===== src/rtl/mips_datapath_pc_sequencer_pkg.sv =====
// Shared types for the PC sequencer: decoded PC action encoding and jump-field geometry.
package Mips_Datapath_Pc_Sequencer_Types;

  localparam int ACTION_W        = 3;
  localparam int JUMP_REGION_LSB = 28;
  localparam int JUMP_FIELD_LSB  = 2;

  typedef enum logic [ACTION_W-1:0] {
    ACT_NEXT   = 3'd0,
    ACT_BRANCH = 3'd1,
    ACT_JUMP   = 3'd2,
    ACT_JUMPR  = 3'd3,
    ACT_RETURN = 3'd4
  } pc_action_e;

  // Actions that may carry a link (call) and therefore push a return address.
  function automatic logic is_link_action(input logic [ACTION_W-1:0] action);
    return (action == ACT_JUMP) || (action == ACT_JUMPR) || (action == ACT_RETURN);
  endfunction

endpackage


===== src/rtl/mips_datapath_pc_sequencer_if.sv =====
// Decode/fetch-side bundle of the PC sequencer; master drives the decoded controls, slave is the sequencer.
interface mips_datapath_pc_sequencer_if #(
  parameter int ADDR_W = 32
);
  import Mips_Datapath_Pc_Sequencer_Types::*;

  logic                stall;
  logic [ACTION_W-1:0] action;
  logic                link;
  logic [15:0]         offset;
  logic [25:0]         jump;
  logic [ADDR_W-1:0]   jumpr;
  logic                redirect;
  logic [ADDR_W-1:0]   redirectAddr;
  logic [ADDR_W-1:0]   addrCurr;
  logic [ADDR_W-1:0]   addrNext;
  logic                rasEmpty;
  logic                rasFull;

  modport master (
    output stall, action, link, offset, jump, jumpr, redirect, redirectAddr,
    input  addrCurr, addrNext, rasEmpty, rasFull
  );

  modport slave (
    input  stall, action, link, offset, jump, jumpr, redirect, redirectAddr,
    output addrCurr, addrNext, rasEmpty, rasFull
  );

endinterface


===== src/rtl/mips_datapath_pc_ras.sv =====
// Circular return address stack: top pointer plus occupancy count; a push when full overwrites the oldest entry.
module mips_datapath_pc_ras #(
  parameter int ADDR_W    = 32,
  parameter int RAS_DEPTH = 4
) (
  input  logic              clk_i,
  input  logic              rst_i,
  input  logic              push_i,
  input  logic              pop_i,
  input  logic [ADDR_W-1:0] pushData_i,
  output logic [ADDR_W-1:0] top_o,
  output logic              empty_o,
  output logic              full_o
);

  localparam int PTR_W = $clog2(RAS_DEPTH);
  localparam int CNT_W = $clog2(RAS_DEPTH + 1);

  logic [ADDR_W-1:0] mem_q [RAS_DEPTH];
  logic [PTR_W-1:0]  ptr_q, ptr_d;
  logic [CNT_W-1:0]  cnt_q, cnt_d;
  logic              wr_en_s;
  logic [PTR_W-1:0]  wr_idx_s;

  assign top_o   = mem_q[ptr_q];
  assign empty_o = (cnt_q == CNT_W'(0));
  assign full_o  = (cnt_q == CNT_W'(RAS_DEPTH));

  // Pointer/count next state; pop+push on a non-empty stack rewrites the top in place.
  always_comb begin
    ptr_d    = ptr_q;
    cnt_d    = cnt_q;
    wr_en_s  = 1'b0;
    wr_idx_s = ptr_q;
    if (push_i && pop_i && !empty_o) begin
      wr_en_s  = 1'b1;
      wr_idx_s = ptr_q;
    end else if (push_i) begin
      ptr_d    = ptr_q + PTR_W'(1);
      wr_en_s  = 1'b1;
      wr_idx_s = ptr_q + PTR_W'(1);
      if (!full_o) begin
        cnt_d = cnt_q + CNT_W'(1);
      end else begin
        cnt_d = cnt_q;
      end
    end else if (pop_i && !empty_o) begin
      ptr_d = ptr_q - PTR_W'(1);
      cnt_d = cnt_q - CNT_W'(1);
    end else begin
      ptr_d = ptr_q;
    end
  end

  // Pointer and count registers.
  always_ff @(posedge clk_i) begin
    if (rst_i) begin
      ptr_q <= '0;
      cnt_q <= '0;
    end else begin
      ptr_q <= ptr_d;
      cnt_q <= cnt_d;
    end
  end

  // Entry storage; contents after reset are irrelevant because the count gates them.
  always_ff @(posedge clk_i) begin
    if (wr_en_s && !rst_i) begin
      mem_q[wr_idx_s] <= pushData_i;
    end
  end

endmodule


===== src/rtl/mips_datapath_pc_sequencer.sv =====
// PC sequencer at the head of fetch: next-PC selection with redirect/stall and optional RAS return prediction.
// The return address stack is built only when MIPS_DATAPATH_PC_RAS_EN is defined.
module mips_datapath_pc_sequencer
  import Mips_Datapath_Pc_Sequencer_Types::*;
#(
  parameter int                ADDR_W     = 32,
  parameter int                RAS_DEPTH  = 4,
  parameter logic [ADDR_W-1:0] RESET_ADDR = '0
) (
  input  logic clock,
  input  logic reset,
  mips_datapath_pc_sequencer_if.slave bus
);

  if (ADDR_W < JUMP_REGION_LSB) begin : g_bad_addr_w
    $error("ADDR_W must be at least 28");
  end
  if ((RAS_DEPTH < 2) || ((RAS_DEPTH & (RAS_DEPTH - 1)) != 0)) begin : g_bad_depth
    $error("RAS_DEPTH must be a power of two, at least 2");
  end

  logic [ADDR_W-1:0] addr_q, addr_d;
  logic [ADDR_W-1:0] seq_s, branch_tgt_s, jump_tgt_s, ret_tgt_s, action_tgt_s;

  assign seq_s        = addr_q + ADDR_W'(3'd4);
  assign branch_tgt_s = seq_s + {{(ADDR_W-18){bus.offset[15]}}, bus.offset, 2'b00};

  // Jump keeps the 256 MB region of the sequential address; no region bits exist at ADDR_W == 28.
  if (ADDR_W > JUMP_REGION_LSB) begin : g_jump_region
    assign jump_tgt_s = {seq_s[ADDR_W-1:JUMP_REGION_LSB], bus.jump, {JUMP_FIELD_LSB{1'b0}}};
  end else begin : g_jump_flat
    assign jump_tgt_s = {bus.jump, {JUMP_FIELD_LSB{1'b0}}};
  end

`ifdef MIPS_DATAPATH_PC_RAS_EN
  logic              push_s, pop_s, ras_empty_s, ras_full_s;
  logic [ADDR_W-1:0] ras_top_s;

  // The stack only moves on a cycle that actually advances the PC along the decoded path.
  assign pop_s  = (bus.action == ACT_RETURN) && !bus.stall && !bus.redirect;
  assign push_s = bus.link && is_link_action(bus.action) && !bus.stall && !bus.redirect;

  mips_datapath_pc_ras #(
    .ADDR_W    (ADDR_W),
    .RAS_DEPTH (RAS_DEPTH)
  ) u_ras (
    .clk_i      (clock),
    .rst_i      (reset),
    .push_i     (push_s),
    .pop_i      (pop_s),
    .pushData_i (seq_s),
    .top_o      (ras_top_s),
    .empty_o    (ras_empty_s),
    .full_o     (ras_full_s)
  );

  assign ret_tgt_s    = ras_empty_s ? bus.jumpr : ras_top_s;
  assign bus.rasEmpty = ras_empty_s;
  assign bus.rasFull  = ras_full_s;
`else
  assign ret_tgt_s    = bus.jumpr;
  assign bus.rasEmpty = 1'b1;
  assign bus.rasFull  = 1'b0;
`endif

  // Target of the decoded action; unused encodings fall through as sequential.
  always_comb begin
    action_tgt_s = seq_s;
    case (bus.action)
      ACT_BRANCH: action_tgt_s = branch_tgt_s;
      ACT_JUMP:   action_tgt_s = jump_tgt_s;
      ACT_JUMPR:  action_tgt_s = bus.jumpr;
      ACT_RETURN: action_tgt_s = ret_tgt_s;
      default:    action_tgt_s = seq_s;
    endcase
  end

  // Next-PC priority: reset, then execute redirect, then stall hold, then the action target.
  always_comb begin
    addr_d = action_tgt_s;
    if (reset) begin
      addr_d = RESET_ADDR;
    end else if (bus.redirect) begin
      addr_d = bus.redirectAddr;
    end else if (bus.stall) begin
      addr_d = addr_q;
    end else begin
      addr_d = action_tgt_s;
    end
  end

  // Fetch address register.
  always_ff @(posedge clock) begin
    if (reset) begin
      addr_q <= RESET_ADDR;
    end else begin
      addr_q <= addr_d;
    end
  end

  assign bus.addrCurr = addr_q;
  assign bus.addrNext = addr_d;

endmodule


===== src/flat_wrapper.sv =====
// flat-port wrapper written by rule: the top's interface ports become plain ports
module mips_datapath_pc_sequencer_flat import Mips_Datapath_Pc_Sequencer_Types::*;
#(
  parameter int                ADDR_W     = 32,
  parameter int                RAS_DEPTH  = 4,
  parameter logic [ADDR_W-1:0] RESET_ADDR = '0
)
  (clock, reset, bus_stall, bus_action, bus_link, bus_offset, bus_jump, bus_jumpr, bus_redirect, bus_redirectAddr, bus_addrCurr, bus_addrNext, bus_rasEmpty, bus_rasFull);
  mips_datapath_pc_sequencer_if #(.ADDR_W(ADDR_W)) bus_i ();
  input  logic clock;
  input  logic reset;
  input wire logic [$bits(bus_i.stall)-1:0] bus_stall;
  input wire logic [$bits(bus_i.action)-1:0] bus_action;
  input wire logic [$bits(bus_i.link)-1:0] bus_link;
  input wire logic [$bits(bus_i.offset)-1:0] bus_offset;
  input wire logic [$bits(bus_i.jump)-1:0] bus_jump;
  input wire logic [$bits(bus_i.jumpr)-1:0] bus_jumpr;
  input wire logic [$bits(bus_i.redirect)-1:0] bus_redirect;
  input wire logic [$bits(bus_i.redirectAddr)-1:0] bus_redirectAddr;
  output wire logic [$bits(bus_i.addrCurr)-1:0] bus_addrCurr;
  output wire logic [$bits(bus_i.addrNext)-1:0] bus_addrNext;
  output wire logic [$bits(bus_i.rasEmpty)-1:0] bus_rasEmpty;
  output wire logic [$bits(bus_i.rasFull)-1:0] bus_rasFull;
  assign bus_i.stall = bus_stall;
  assign bus_i.action = bus_action;
  assign bus_i.link = bus_link;
  assign bus_i.offset = bus_offset;
  assign bus_i.jump = bus_jump;
  assign bus_i.jumpr = bus_jumpr;
  assign bus_i.redirect = bus_redirect;
  assign bus_i.redirectAddr = bus_redirectAddr;
  assign bus_addrCurr = bus_i.addrCurr;
  assign bus_addrNext = bus_i.addrNext;
  assign bus_rasEmpty = bus_i.rasEmpty;
  assign bus_rasFull = bus_i.rasFull;
  mips_datapath_pc_sequencer #(.ADDR_W(ADDR_W), .RAS_DEPTH(RAS_DEPTH), .RESET_ADDR(RESET_ADDR)) u_core (.clock(clock), .reset(reset), .bus(bus_i));
endmodule

===== config.mk =====
export PLATFORM = sky130hd
export DESIGN_NAME = mips_datapath_pc_sequencer_flat
export DESIGN_NICKNAME = d
export VERILOG_FILES = /design/src/rtl/mips_datapath_pc_sequencer_pkg.sv /design/src/rtl/mips_datapath_pc_sequencer_if.sv /design/src/rtl/mips_datapath_pc_ras.sv /design/src/rtl/mips_datapath_pc_sequencer.sv /design/src/flat_wrapper.sv
export SDC_FILE = /design/constraint.sdc
export NUM_CORES = 1
export LEC_CHECK = 0
export ABC_CLOCK_PERIOD_IN_PS = 8000
export CAP_MARGIN = 10
export CORE_MARGIN = 2
export CORE_UTILIZATION = 51
export CTS_CLUSTER_SIZE = 12
export DETAILED_ROUTE_END_ITERATION = 10
export PLACE_DENSITY = 0.95
export RECOVER_POWER = 100
export SYNTH_ARGS = -nofsm -noshare
export SYNTH_HDL_FRONTEND = slang
export SYNTH_HIERARCHICAL = 1
export SYNTH_SLANG_ARGS = --single-unit

===== constraint.sdc =====
create_clock -name clock -period 8 [get_ports clock]
set_input_delay 1.2 -clock clock [delete_from_list [all_inputs] [get_ports clock]]
set_output_delay 1.2 -clock clock [all_outputs]
set_load 0.005 [all_outputs]

; Yosys cells after proc, flatten, opt, wreduce, memory -nomap -nowiden
; Cells that the tools add are included.
[word_totals]
regBits = 32
latchBits = 0
ram_bits = 0
romBits = 0
input_bits = 114
out_inout_bits = 66
elab_cells = 12
memories = 0
[op_classes]
addsub = 2
multipliers = 0
div_mod_pow = 0
order_cmp = 0
eq_ne = 4
shifts = 0
muxes = 4
bitwise_logic = 0
reduce_logical = 1
[ops]
columns = op, n
row1 = 32-bit two-way mux, 3
row2 = 32-bit case mux with 3 select lines, 1
row3 = 32-bit by 3-bit adder with 32-bit output (second input constant), 1
row4 = 32-bit adder, 1
row5 = 3-bit by 2-bit == test with 1-bit output (second input constant), 2
row6 = 3-bit by 1-bit == test with 1-bit output (second input constant), 1
row7 = 3-bit == test (second input constant), 1
row8 = 2-bit OR reduction, 1

; Logic depth before layout (Yosys ltp)
[logic_depth]
word_depth = 6
depth_mapped = 17
depth_no_buf = 15

; Worst setup path after synthesis
; Ideal clock, no wire load.
[synth_timing]
path_kind = reg2out
from = reg u_core.addr_q[4], in the netlist u_core/bus.addrCurr[4]
to = out bus_addrNext[28]
arrival_ps = 3537
slack_ps = 3263
path_stages_with_launch = 16
n_path_buf = 2
path_cell_list = dfxtp_1 -> buf_2 -> and4_1 -> and4_1 -> buf_4 -> and3_1 -> xor2_1 -> ha_1 -> a21o_1 -> a211o_1 -> or4_1 -> nor3_2 -> o31ai_1 -> a2111o_1 -> o311a_1 -> o21ai_1
[synth_between]
elab_chain_len = 6
[synth_rtl]
columns = item, line
row1 = start: declaration, mips_datapath_pc_sequencer.sv:22  ; logic [ADDR_W-1:0] addr_q, addr_d;
row2 = start signal: assignment, mips_datapath_pc_sequencer.sv:97  ; addr_q <= addr_d;
row3 = 32-bit by 3-bit adder with 32-bit output (*), mips_datapath_pc_sequencer.sv:25  ; assign seq_s = addr_q + ADDR_W'(3'd4);
row4 = 32-bit adder, mips_datapath_pc_sequencer.sv:26  ; assign branch_tgt_s = seq_s + {{(ADDR_W-18){bus.offset[15]}}, bus.offset, 2'b00};
row5 = 32-bit case mux with 3 select lines (*), mips_datapath_pc_sequencer.sv:69  ; case (bus.action)
row6 = 32-bit two-way mux (*), mips_datapath_pc_sequencer.sv:85  ; end else if (bus.stall) begin
row7 = 32-bit two-way mux (*), mips_datapath_pc_sequencer.sv:83  ; end else if (bus.redirect) begin
row8 = 32-bit two-way mux (*), mips_datapath_pc_sequencer.sv:81  ; if (reset) begin
row9 = end: declaration, flat_wrapper.sv:21  ; output wire logic [$bits(bus_i.addrNext)-1:0] bus_addrNext;
; Every way passes the cells marked *; elsewhere a longest branch is shown, timed or not.

; Worst setup path after layout
[layout_timing]
from = in bus_offset[15]
to = out bus_addrNext[28]
[layout_between]
elab_chain_len = 5
[layout_rtl]
columns = item, line
row1 = start: declaration, flat_wrapper.sv:15  ; input wire logic [$bits(bus_i.offset)-1:0] bus_offset;
row2 = 32-bit adder, mips_datapath_pc_sequencer.sv:26
row3 = 32-bit case mux with 3 select lines, mips_datapath_pc_sequencer.sv:69
row4 = 32-bit two-way mux, mips_datapath_pc_sequencer.sv:85
row5 = 32-bit two-way mux, mips_datapath_pc_sequencer.sv:83
row6 = 32-bit two-way mux, mips_datapath_pc_sequencer.sv:81
; No other way between the ends.

==> reports/results.txt <==
The number of buffers added by the clock tree synthesis step is 5, and the top-area cell type share of the netlist area is 12.3%. The total count of hold-check failures in the final report is 0, and the number of nets in the layout is 1045. The number of hold buffers added after CTS was 0. In this run the power density over the cells is 110 nW/um2. The clock passes through at most 2 buffers. Summing the sequential cell areas from Yosys gives 12.3% of the chip area.

The run gives 149 MHz as the peak clock frequency supported by timing. For this run, the slowest stage of the critical path takes 1.05 ns. Using the TritonRoute via totals, the vias-per-cell ratio works out to 6.65. The clock tree synthesis step divided the H-tree into 2 levels. The number of antenna diodes in the final layout is 0. TritonCTS built the clock tree. The tightest min-delay check is of the flop to flop type.

The routed design could run at a clock period as short as 6.70 ns. Headroom to the max-slew limit came out at -26.2%. The number of buffers and inverters on the critical path is 2.

Detailed placement ended at an HPWL of 15500 um. The synthesis-to-finish area growth was 35.9%; the flip-flop count of the largest register, all copies and words added was 32. The flow ran to the end, but the final reports show violations. The combined global-route utilization of all metal layers was 36.6%; the total power was 0.781 mW. The final critical path takes up 83.7% of the cycle.

The clock latency at the later pin of the worst-skew pair is 0.30 ns, and the gate count of the mapped netlist is 753. For the total wire length, the log shows 20900 um. The biggest area contributor in the post-synthesis netlist is sky130_fd_sc_hd__dfxtp_1. The startpoint identified for the worst register-to-register timing path is u_core/bus.addrCurr[4]. The worst-case register-to-register setup slack is 3.43 ns, and the chip height is 105 um. The routed length per placed instance is 20.3 um. The startpoint identified for the worst hold timing path is u_core/bus.addrCurr[21].

Arrival time reported for the critical path endpoint: 5.50 ns. The worst setup path is launched from an input port. The average instance in the mapped netlist occupies 6.92 um2.

The uppermost layer routed was met4. The number of nets in the synthesized netlist is 902. The number of enable flip-flop cells after synthesis works out to 0.

The critical path goes through dlygate4sd3_1, ha_1, a21o_1, a211o_1, or4_1, nor3_1, o31ai_1, a2111o_1, o311a_1, o21ai_1, dlygate4sd3_1. The worst register-to-register path has a depth of 13. The netlist uses 67 different library cells. In this run, the number of DRC markers left after iteration 0 of detailed routing was 665. The tools report the placer's final routability congestion estimate as 1.00. The tools report the pin count of the biggest net entering global routing as 46. The number of top-level design ports came out at 180. Among the stages of the critical path, the cell type that occurs most often is sky130_fd_sc_hd__dlygate4sd3_1.

The sum of met3 wire segment lengths after detailed routing was 2780 um. The max-capacitance violation count came out at 1. The run gives 0 as the total DRC errors in the routed layout. The logs give 36 for the number of core rows and 821 for the layout filler cell count. The run gives 0 as the number of setup buffers added after CTS. STA classifies the critical path endpoint as an output pin. The die is 105 um wide. The category of the most critical setup path is input port to output pin. Count of synthesis-stage warnings from yosys: 6. Across the VDD grid, the largest voltage drop is 0.0719 mV. The endpoint identified for the worst register-to-register timing path is u_core/bus.addrCurr[28]. The initial antenna violation count came out at 0. Setup repair after global routing left no endpoint under its margin.

Across all layers, the routed design uses 6854 vias. The first global-routing pass estimated 32600 um of wire. In this run the remaining antenna-violating nets after routing total 0. At the pin with the least slew margin, the transition time is 1.88 ns. The placeable core region was 9860 um2; the cell count of the worst hold path was 3.

The startpoint of the most critical setup path was bus_offset[15]. For the number of setup violations in the final report, the log shows 0. In this run the clock root is driven by a sky130_fd_sc_hd__clkbuf_8.

The starting density of the core was 52.8%. In this run the tool buffered the top-level ports with 176 buffer cells. By area the synthesized netlist is led by sky130_fd_sc_hd__dfxtp_1 12%, sky130_fd_sc_hd__ha_1 8.2%, sky130_fd_sc_hd__a21oi_1 8.1%, sky130_fd_sc_hd__nand2_1 5.5%, sky130_fd_sc_hd__o21ai_0 5.3%.

The number of detailed-routing iterations run before antenna repair is 6, and the final setup TNS is 0 ns. The family of cells with the greatest summed delay on the critical path is buffers and inverters. The floorplan step defined a die boundary enclosing 11000 um2. The largest clock skew in the final design was 0.00761 ns.

Data on the critical path is required at its endpoint by 6.80 ns. The logs give 0 for the post-cts sizing count and 7370 um for the routed length on met1. Global routing finished with a remaining overflow of 0.

The count of final max-slew check failures is 17. The most used flip-flop cell after synthesis is sky130_fd_sc_hd__dfxtp_1. The clock drives 32 sinks.

After clock tree synthesis, the clock-pin slew on the worst setup and hold paths is 0.09 ns. The tools report the post-synthesis cell area as 5210 um2. For the number of global-route vias before repair, the log shows 6449. The final reports fail on max-capacitance violations, max-slew violations. Slowest cell on the critical path: sky130_fd_sc_hd__dlygate4sd3_1. In the detailed route, the total length drawn on met2 is 9380 um. Synthesis inferred 32 register bits. Terminating pin of the worst hold path: u_core/bus.addrCurr[21]. The fraction of layout instances using a drive strength above 1 is 3.12%, and the biggest fanout along the worst timing path is 16.

The proportion of synthesized flip-flops having asynchronous set or reset is 0%, and the reported leakage power is 2.98 nW.
-- synthesized netlist by cell type, types with 3 or more instances --
library cell	number
sky130_fd_sc_hd__o21a_1	10
sky130_fd_sc_hd__mux2i_1	15
sky130_fd_sc_hd__and3_1	22
sky130_fd_sc_hd__nor2_1	68
sky130_fd_sc_hd__o21bai_1	4
sky130_fd_sc_hd__o211ai_1	8
sky130_fd_sc_hd__a21boi_0	3
sky130_fd_sc_hd__dfxtp_1	32
sky130_fd_sc_hd__xor2_1	19
sky130_fd_sc_hd__inv_1	20
sky130_fd_sc_hd__o31ai_1	6
sky130_fd_sc_hd__mux4_2	6
sky130_fd_sc_hd__and4_1	5
sky130_fd_sc_hd__a21oi_1	84
sky130_fd_sc_hd__a221oi_1	5
sky130_fd_sc_hd__or3_1	5
sky130_fd_sc_hd__buf_4	3
sky130_fd_sc_hd__a211o_1	4
sky130_fd_sc_hd__a2111oi_0	3
sky130_fd_sc_hd__nand2b_1	6
sky130_fd_sc_hd__o21ai_0	55
sky130_fd_sc_hd__buf_1	6
sky130_fd_sc_hd__nor3_1	12
sky130_fd_sc_hd__a22o_1	6
sky130_fd_sc_hd__o211a_1	3
sky130_fd_sc_hd__ha_1	34
sky130_fd_sc_hd__o221a_2	4
sky130_fd_sc_hd__and2_1	8
sky130_fd_sc_hd__a31oi_1	12
sky130_fd_sc_hd__a22oi_1	7
sky130_fd_sc_hd__nand4_1	10
sky130_fd_sc_hd__a211oi_1	9
sky130_fd_sc_hd__nand3_1	17
sky130_fd_sc_hd__o221ai_1	9
sky130_fd_sc_hd__nor2b_1	4
sky130_fd_sc_hd__nand2_1	77
sky130_fd_sc_hd__a311oi_1	9
sky130_fd_sc_hd__a21o_1	14
sky130_fd_sc_hd__clkbuf_1	35
sky130_fd_sc_hd__o22ai_1	24
sky130_fd_sc_hd__xnor2_1	30
sky130_fd_sc_hd__buf_2	3
-- area by class of cell --
cell class | instances | area (um2) | area share, %
Sequential cell | 32 | 641 | 9.04
Multi-Input combinational cell | 651 | 4290 | 60.5
Clock inverter | 3 | 23.8 | 0.336
Tap cell | 133 | 166 | 2.35
Clock buffer | 5 | 68.8 | 0.971
Timing Repair Buffer | 183 | 1810 | 25.6
Inverter | 23 | 86.3 | 1.22
-- worst max path at each step --
stage                        to  cells after the start
6_report       bus_addrNext[28]                     11
5_1_grt        bus_addrNext[28]                     11
4_1_cts        bus_addrNext[28]                     11
3_5_place_dp   bus_addrNext[28]                     11
3_3_place_gp   bus_addrNext[28]                     11
2_1_floorplan  bus_addrNext[28]                     15
-- power by group --
part	internal (mW)	switching [mW]	leakage [nW]
logic	0.210	0.232	2.67
clock network	0.0619	0.0824	0.0404
registers	0.173	0.0224	0.266
-- kinds of logic after synthesis --
group                    after synthesis  share of synthesized area (%)
AO/OA/AOI/OAI                        297                           37.1
AND/OR/NAND/NOR                      245                           22.5
buffers and inverters                 70                           5.33
XOR/XNOR                              49                           8.24
adder cells (fa/ha/maj)               35                           8.55
flip-flops                            32                           12.3
multiplexers                          23                           5.91
other                                  2                          0.144
-- metrics by stage --
| step | setup WS (ns) | instances | cell area, um2 | util (%) | hold slack (ns) |
|---|---|---|---|---|---|
| 2_1_floorplan | 3.26 | 753 | 5210 | - | 0.628 |
| 3_3_place_gp | 1.69 | 1022 | 7010 | 71.0 | 0.648 |
| 3_5_place_dp | 1.68 | 1022 | 7010 | 71.0 | 0.664 |
| 4_1_cts | 1.68 | 1030 | 7100 | 72.0 | 0.672 |
| 5_1_grt | 1.15 | 1030 | 7080 | 71.8 | 0.737 |
| 6_report | 1.30 | 1030 | 7080 | 71.8 | 0.682 |
-- cells in the final DEF (no fill, tap or decap), types with 7 or more instances in the layout --
cell type,Yosys,routed
sky130_fd_sc_hd__nand3_1,17,17
sky130_fd_sc_hd__mux2i_1,15,15
sky130_fd_sc_hd__o221ai_1,9,9
sky130_fd_sc_hd__o21a_1,10,10
sky130_fd_sc_hd__nor2_1,68,68
sky130_fd_sc_hd__a211oi_1,9,9
sky130_fd_sc_hd__a31oi_1,12,12
sky130_fd_sc_hd__o211ai_1,8,8
sky130_fd_sc_hd__a21o_1,14,14
sky130_fd_sc_hd__and3_1,22,22
sky130_fd_sc_hd__dlygate4sd3_1,0,66
sky130_fd_sc_hd__xor2_1,19,19
sky130_fd_sc_hd__nor3_1,12,13
sky130_fd_sc_hd__inv_1,20,21
sky130_fd_sc_hd__a22oi_1,7,7
sky130_fd_sc_hd__o22ai_1,24,24
sky130_fd_sc_hd__ha_1,34,34
sky130_fd_sc_hd__a311oi_1,9,9
sky130_fd_sc_hd__nand4_1,10,10
sky130_fd_sc_hd__dfxtp_1,32,32
sky130_fd_sc_hd__nand2_1,77,77
sky130_fd_sc_hd__xnor2_1,30,30
sky130_fd_sc_hd__o21ai_0,55,56
sky130_fd_sc_hd__a21oi_1,84,84
sky130_fd_sc_hd__clkdlybuf4s50_1,0,110
sky130_fd_sc_hd__and2_1,8,7
-- layer usage --
metal / GRT usage [%] / vias to the layer above
met5: 0 / -
met3: 8.73 / 115
li1: - / 3133
met1: 42.7 / 3046
met2: 60.1 / 560
met4: 22.7 / 0
-- worst reg2reg max path, delay by kind of cell (launching register included) --
family / cells / cell delay (ns)
simple gates: 5 / 1.96
compound gates: 6 / 1.53
flops: 1 / 0.50
fa+ha+maj: 1 / 0.31
xor+xnor: 1 / 0.20
(Power assumes the default switching activity.)
==> edit: new RTL, config.mk and constraints unchanged <==
Reset style: asynchronous (`reset`), changed in one clocked block.
--- a/src/rtl/mips_datapath_pc_sequencer.sv
+++ b/src/rtl/mips_datapath_pc_sequencer.sv
@@ -92,3 +92,3 @@
   // Fetch address register.
-  always_ff @(posedge clock) begin
+  always_ff @(posedge clock or posedge reset) begin
     if (reset) begin
Formal check against the unedited RTL: differs if reset is asserted again (counterexample within 4 cycles, from zero or initial values and one cycle with reset high); with reset held inactive, the same outputs for 10 cycles.
==> edit against the unedited design <==
  * The run still ends with max-capacitance violations, max-slew violations left
  * Via count decreased by 1.7%
  * Critical path depth grew 3
  * Core utilization is 1.8 points lower
  * Power is 3.8% lower
  * Critical endpoint unchanged
  * Worst setup slack got worse by 0.31 ns
  * Clock power is 14% lower
  * Sequential cell count stayed put
  * Die area is 1.5% higher
  * Cell area is 0.65% higher
  * Synthesized area up 1.6%
  * Routed wire length increased by 3.0%
  * Highest routed layer unchanged
==> edit: results (changes against the unedited design) <==
| Metric | Value |
|---|---|
| Power consumed by combinational cells | 0.430 mW (-2%) |
| Via count of the first global-routing pass | 6365 (-1.3%) |
| Max Cap Violations | 2 (+1) |
| Endpoint of the worst hold path | u_core/bus.addrCurr[14]$_DFF_PP0_ |
| Remaining max-slew budget at the tightest pin | -0.628 (-0.365) |
| Setup clock skew after layout | 0.00977 ns (+0.00216 ns) |
| Cell family with most CP delay | simple AND/OR/NAND/NOR gates |
| Total half-perimeter wirelength after legalization and detailed placement | 15900 µm (+2.6%) |
| Largest cells by area after synthesis | dfrtp_1 (15%), ha_1 (8.0%), a21oi_1 (7.2%) |
| Violated checks | max-capacitance violations, max-slew violations |
| Pin count of the biggest net entering global routing | 44 (-4.3%) |
| Arrival time at the worst endpoint | 5.81 ns (+0.31 ns) |
| Maximum resistive drop on vdd | 93.8 µV (+30%) |
| Count of filler cells inserted in the layout | 866 (+5.5%) |
| Critical Path Slowest Stage Cell | nor4_1 |
| Worst-case reg-to-reg path depth | 14 (+1) |
| Count of nets after finishing | 1028 (-1.6%) |
| P_clk | 0.124 mW (-14%) |
| Delay of the slowest cell on the worst path | 1.10 ns (+0.05 ns) |
| Source of the worst register-to-register timing path | u_core/bus.addrCurr[11]$_DFF_PP0_ |
| Cell-internal power | 0.434 mW (-2.5%) |
| Global-route wire length before repair | 33000 µm (+1.4%) |
| Register-to-Register Setup Slack | 2.88 ns (-0.55 ns) |
| Result of the run | finished, violations left |
| Post-synthesis cell count | 732 (-2.8%) |
| Critical register-to-register path endpoint | u_core/bus.addrCurr[31]$_DFF_PP0_ |
| Worst Hold Launch | u_core/bus.addrCurr[14]$_DFF_PP0_ |
| Synthesized Nets | 881 (-2.3%) |
| Global-route usage over all layers | 0.378 (+0.0119) |
| Static Leak | 3.06 nW (+2.7%) |
| Final slew viol count | 67 (+50) |
| Post-Place Worst Slack | 1.73 ns (+0.0521 ns) |
| Number of distinct library cells after synthesis | 79 (+18%) |
| Per-cell via count in the routed design | 6.65 (about the same) |
| Wirelength per Cell | 21.3 µm (+4.7%) |
| Clock slew at reported path FFs | 0.07 ns (-0.02 ns) |
| Placed cell areas | 7090 µm² (+1.2%) |
| Top_reg_cell synth | dfrtp_1 |
| Most frequent cells after synthesis | nand2_1 (81), a21oi_1 (76), nor2_1 (61), o21ai_0 (56), clkbuf_1 (38) |
| Top fanout value on the critical path | 10 (-6) |
[edit: changes by cell type in the layout (fill, tap and decap cells not counted), sizes merged, moves of 7 or more]
cell / unedited run / this run
nor2: 68 / 61
dfxtp: 32 / 0
a21oi: 84 / 76
dfrtp: 0 / 32
[edit: per-layer routing]
metal	up-vias	routed length (µm)	track usage	share of wire
met4	0	1270	0.219	0.059
met2	503	9680	0.604	0.45
met1	3076	8120	0.478	0.38
met3	97	2470	0.0643	0.11
met5	-	0	0	0
li1	3063	-	-	-
[edit: kinds of logic after synthesis]
group                    count (synthesis)  synth area share
AO/OA/AOI/OAI                          280             0.349
XOR/XNOR                                52            0.0860
adder cells (fa/ha/maj)                 35            0.0841
buffers and inverters                   64            0.0532
flip-flops                              32             0.151
multiplexers                            19            0.0437
other                                    2           0.00142
AND/OR/NAND/NOR                        248             0.232
[edit: through the flow]
step | hold slack, ns | power [mW]
6_report | 0.753 | 0.751
4_1_cts | 0.747 | 0.755
3_5_place_dp | 0.732 | 0.628
2_1_floorplan | 0.709 | 0.443
3_3_place_gp | 0.724 | 0.624
5_1_grt | 0.788 | 0.794
[edit: worst reg2reg max path: stages (launching register included)]
cell	delay, ns
dfrtp_1	0.61
nand4_4	0.15
nor4_1	1.10
and2_0	0.54
nand2_1	0.13
xnor2_1	0.26
ha_1	0.35
a21o_1	0.20
a21oi_1	0.14
nor2_1	0.05
a2111oi_0	0.41
or3_1	0.20
a41oi_1	0.16
a311o_1	0.34
or3_1	0.36
[edit: final cells by class]
type | instances | share of cell area
Tap cell | 136 | 0.0239
Sequential cell | 32 | 0.112
Clock buffer | 5 | 0.00965
Timing Repair Buffer | 187 | 0.258
Inverter | 17 | 0.00895
Multi-Input combinational cell | 636 | 0.588
